===== config.mk =====
export PLATFORM = sky130hd
export DESIGN_NAME = uart_rx
export DESIGN_NICKNAME = d
export VERILOG_FILES = /design/src/rtl/uart_rx.sv
export SDC_FILE = /design/constraint.sdc
export NUM_CORES = 1
export LEC_CHECK = 0
export CAP_MARGIN = 20
export CORE_MARGIN = 4
export CORE_UTILIZATION = 30
export CTS_CLUSTER_SIZE = 40
export DETAILED_ROUTE_END_ITERATION = 10
export PLACE_DENSITY = 0.42
export SKIP_CTS_REPAIR_TIMING = 1
export SLEW_MARGIN = 0
export SYNTH_ARGS = -nofsm -noshare
export SYNTH_HDL_FRONTEND = slang
export SYNTH_SLANG_ARGS = --single-unit

===== constraint.sdc =====
create_clock -name clk -period 7.05 [get_ports clk]
set_input_delay 1.0575 -clock clk [delete_from_list [all_inputs] [get_ports clk]]
set_output_delay 1.0575 -clock clk [all_outputs]
set_load 0.02 [all_outputs]

===== src/rtl/uart_rx.sv =====
// 8N1 UART receiver: 2-flop synchronizer, start-bit validation, 3-sample mid-bit majority vote.
// Bytes are offered on a req/ack handshake; framing and overrun errors are one-cycle pulses.
module uart_rx #(
    parameter int unsigned DIV = 16
) (
    input  logic       clk,
    input  logic       rst,
    input  logic       rx,
    input  logic       rxack,
    output logic       rxreq,
    output logic [7:0] rxdata,
    output logic       ferr,
    output logic       ovr
);

    typedef enum logic [2:0] {StIdle, StStart, StData, StStop, StBreak} state_t;

    localparam logic [15:0] CntLast = 16'(DIV - 1);
    localparam logic [15:0] SmpA    = 16'(DIV / 2 - 1);
    localparam logic [15:0] SmpB    = 16'(DIV / 2);
    localparam logic [15:0] SmpC    = 16'(DIV / 2 + 1);

    state_t      state;
    logic        s1;
    logic        rs;
    logic [15:0] cnt;
    logic [15:0] cnt_n;
    logic [2:0]  bitn;
    logic [7:0]  sh;
    logic [1:0]  smp;
    logic        vote;
    logic        dlv;
    logic        ferr_p;

    // cnt holds the count of the previous edge; cnt_n is the count at the current edge.
    always_comb begin
        cnt_n = (cnt == CntLast) ? 16'd0 : cnt + 16'd1;
        vote  = (smp[1] & smp[0]) | (smp[1] & rs) | (smp[0] & rs);
    end

    always_ff @(posedge clk or posedge rst) begin
        if (rst) begin
            state  <= StIdle;
            s1     <= 1'b1;
            rs     <= 1'b1;
            cnt    <= 16'd0;
            bitn   <= 3'd0;
            sh     <= 8'h00;
            smp    <= 2'b00;
            dlv    <= 1'b0;
            ferr_p <= 1'b0;
            rxreq  <= 1'b0;
            rxdata <= 8'h00;
            ferr   <= 1'b0;
            ovr    <= 1'b0;
        end else begin
            s1     <= rx;
            rs     <= s1;
            dlv    <= 1'b0;
            ferr_p <= 1'b0;
            ferr   <= ferr_p;
            ovr    <= 1'b0;

            // Delivery lags the stop-bit decision by one edge; an ack on that edge
            // lets the new byte replace the held one.
            if (dlv) begin
                if (!rxreq || rxack) begin
                    rxdata <= sh;
                    rxreq  <= 1'b1;
                end else begin
                    ovr <= 1'b1;
                end
            end else if (rxreq && rxack) begin
                rxreq <= 1'b0;
            end

            case (state)
                StIdle: begin
                    if (!rs) begin
                        state <= StStart;
                        cnt   <= 16'd0;
                        bitn  <= 3'd0;
                    end
                end
                StStart, StData, StStop: begin
                    cnt <= cnt_n;
                    if (cnt_n == SmpA) smp[0] <= rs;
                    if (cnt_n == SmpB) smp[1] <= rs;
                    if (cnt_n == SmpC) begin
                        if (state == StStart) begin
                            state <= vote ? StIdle : StData;
                        end else if (state == StData) begin
                            sh   <= {vote, sh[7:1]};
                            bitn <= bitn + 3'd1;
                            if (bitn == 3'd7) state <= StStop;
                        end else begin
                            dlv    <= vote;
                            ferr_p <= ~vote;
                            state  <= vote ? StIdle : StBreak;
                        end
                    end
                end
                StBreak: begin
                    if (rs) state <= StIdle;
                end
                default: state <= StIdle;
            endcase
        end
    end

endmodule


==> flow_summary.ini <==
[cells_and_area]
fin_nets = 255
drive_above_1_share = 0.215
synthToLayoutAreaGrowth_pct = 11.3
utilization = 0.344
mostFrequentLayoutCells = dfrtp_1, nand2_1, o21ai_0
design_area_um2 = 2840
num-fill-cells = 860
mostFrequentLayoutCell = dfrtp_1
diodes = 0

[power_and_ir_drop]
design_power_total_uw = 722
p_leak_nw = 1.23
power_density_nw_per_um2 = 254
irDropWorstVdd_uv = 121

[drt]
drtPass1Iterations = 4
routed_wl_mm = 5.17
drtIter0Drc = 96
drcViolationCount = 0
vias_per_cell = 4.99
wl_per_cell_um = 14.7
vias = 1758
ant_nets = 0

[die]
start_util = 0.309
die-area_um2 = 10100
core-area_um2 = 8260
die_y_um = 100
fp.dieW_um = 100
io_pins = 15
rows = 33

[worst_setup_path]
critPathCaptureType = register
r2r-end = smp[0]
crit_type = register to register
crit_required_ps = 7250
critPathMaxFanout = 8
reg2reg_depth = 7
crit_arrival_ps = 2820
ff2ff_setup_slack_ps = 4430
endpoint = smp[0]
cp-start-kind = register
r2r_start = cnt[3]
crit_start = cnt[3]

[synthesis]
synth_area_leaders = dfrtp_1, mux2_2, o21ai_0
synth_cell_types = 55
ys_seq_area_frac = 0.461
syn_area_um2 = 2550
syn_nets = 249
synthFlopType = dfrtp_1
synth_top_area_cell = dfrtp_1
syn_inst = 240
synthArstFlopShare = 1.00
yosysWarnings = 0
synth.top_cell.area_share = 0.441
yosys_register_bits = 47
syn_area_per_cell_um2 = 10.6
synth_edf_count = 0

[place]
dpl_cell_area_um2 = 2710
pre_cts_ws_ps = 4420
gp_congestion = 0.770
io_buffers = 14
dp_hpwl_mm = 3.53

[outcome]
status = finished clean

[hold_path]
hold_class = register to register

[global_route]
grt_pass1_wl_mm = 8.55
grt_overflow_total = 0
grt_pass1_vias = 1686
antenna_found_initial = 0
grt_usage = 0.108
grt_max_degree = 48

[sta]
fmax_ghz = 0.381
rsz0062_at_grt = false
setup_viol_count_final = 0
hold_viol = 0
fin_crit_sh = 0.372
slew_violations = 0
finalWorstSetupSlack_ps = 4430
setup_tns_ps = 0
slew_headroom = 0.398
period_needed_ps = 2620
skew_ps = 6.83
worst_slew_pin_slew_ps = 904

[clock_tree]
cts_tree = built
numCtsBuffers = 5
clk_latency_ps = 300
cts_root_buf = clkbuf_8
htree_levels = 2
clock_sinks = 47
clkTransAtPathRegs_ps = 100
clk_path_buf_depth = 2

[flow_run]
cap_violations = 0
-- final cells by class --
type	instances	area (µm²)	area share
clock buffers	5	68.8	0.0242
clock inverters	3	47.5	0.0167
inverters	8	30.0	0.0106
multi-input cells	169	1230	0.431
flip-flops and latches	47	1180	0.415
well taps	105	131	0.0462
repair buffers	15	160	0.0563
-- critical path: stages, from the launching register on --
cell     delay [ps]
dfrtp_1         510
nand4_1         210
nor4_2          470
mux2i_1         310
nand4_2         150
or2_4           280
nor3_1          230
mux2_2          360
-- how the worst min path moves through the flow --
| stage | slack [ps] | cells after the start | endpoint | from |
|---|---|---|---|---|
| after global routing | 360 | 0 | ferr | ferr_p |
| final | 360 | 0 | ferr | ferr_p |
| after floorplan | 330 | 0 | ferr | ferr_p |
| after global placement | 330 | 0 | ferr | ferr_p |
| after detailed placement | 340 | 0 | ferr | ferr_p |
| after CTS | 360 | 0 | ferr | ferr_p |
-- per-stage QoR --
stage               instances  hold slack [ps]
finish                    352              361
floorplan                 240              331
detailed placement        343              337
CTS                       351              362
global placement          343              332
global route              352              364
-- metal layers --
metal	GRT usage	vias up	wire length, µm
li1	-	871	-
met4	0.0549	0	100
met1	0.145	854	2550
met5	0	-	0
met3	0.0236	8	194
met2	0.164	25	2330
-- power breakdown --
part           switching (mW)  leakage [nW]  internal [mW]
registers              0.0354         0.631          0.299
logic                   0.109         0.536         0.0724
clock network          0.0990        0.0587          0.108
total                   0.243          1.23          0.479
-- synth_stat cells (all sizes together) (2+ instances only) --
library cell / n
dfstp: 2
nor3: 6
o41ai: 2
buf: 11
nand3: 7
a22o: 4
mux2i: 2
nand4: 8
nor2: 12
ha: 5
o31ai: 5
o21ai: 23
nor4: 4
a21oi: 3
nand3b: 3
mux2: 20
and2: 2
xnor2: 5
nor3b: 3
and4: 2
and3: 4
xor2: 2
nand2: 28
a31oi: 4
dfrtp: 45
or2: 4
inv: 8
clkbuf: 5
-- state kept, by name, indices dropped and copies added, names as in the netlist, 2 cells and up --
name and flops:
bitn 3, rxdata 8, cnt 16, state 3, sh 8, smp 2
-- logic make-up (layout without fill, tap and decap cells) --
logic type      Yosys count  after routing  share of synthesized area
simple gates             86             86                      0.201
mux                      22             22                      0.100
buf+inv                  24             31                     0.0588
fa+ha+maj                 6              6                     0.0284
xor+xnor                  7              7                     0.0240
flops                    47             47                      0.461
compound gates           48             48                      0.126
Note: power is estimated with default switching activity, not from simulation.
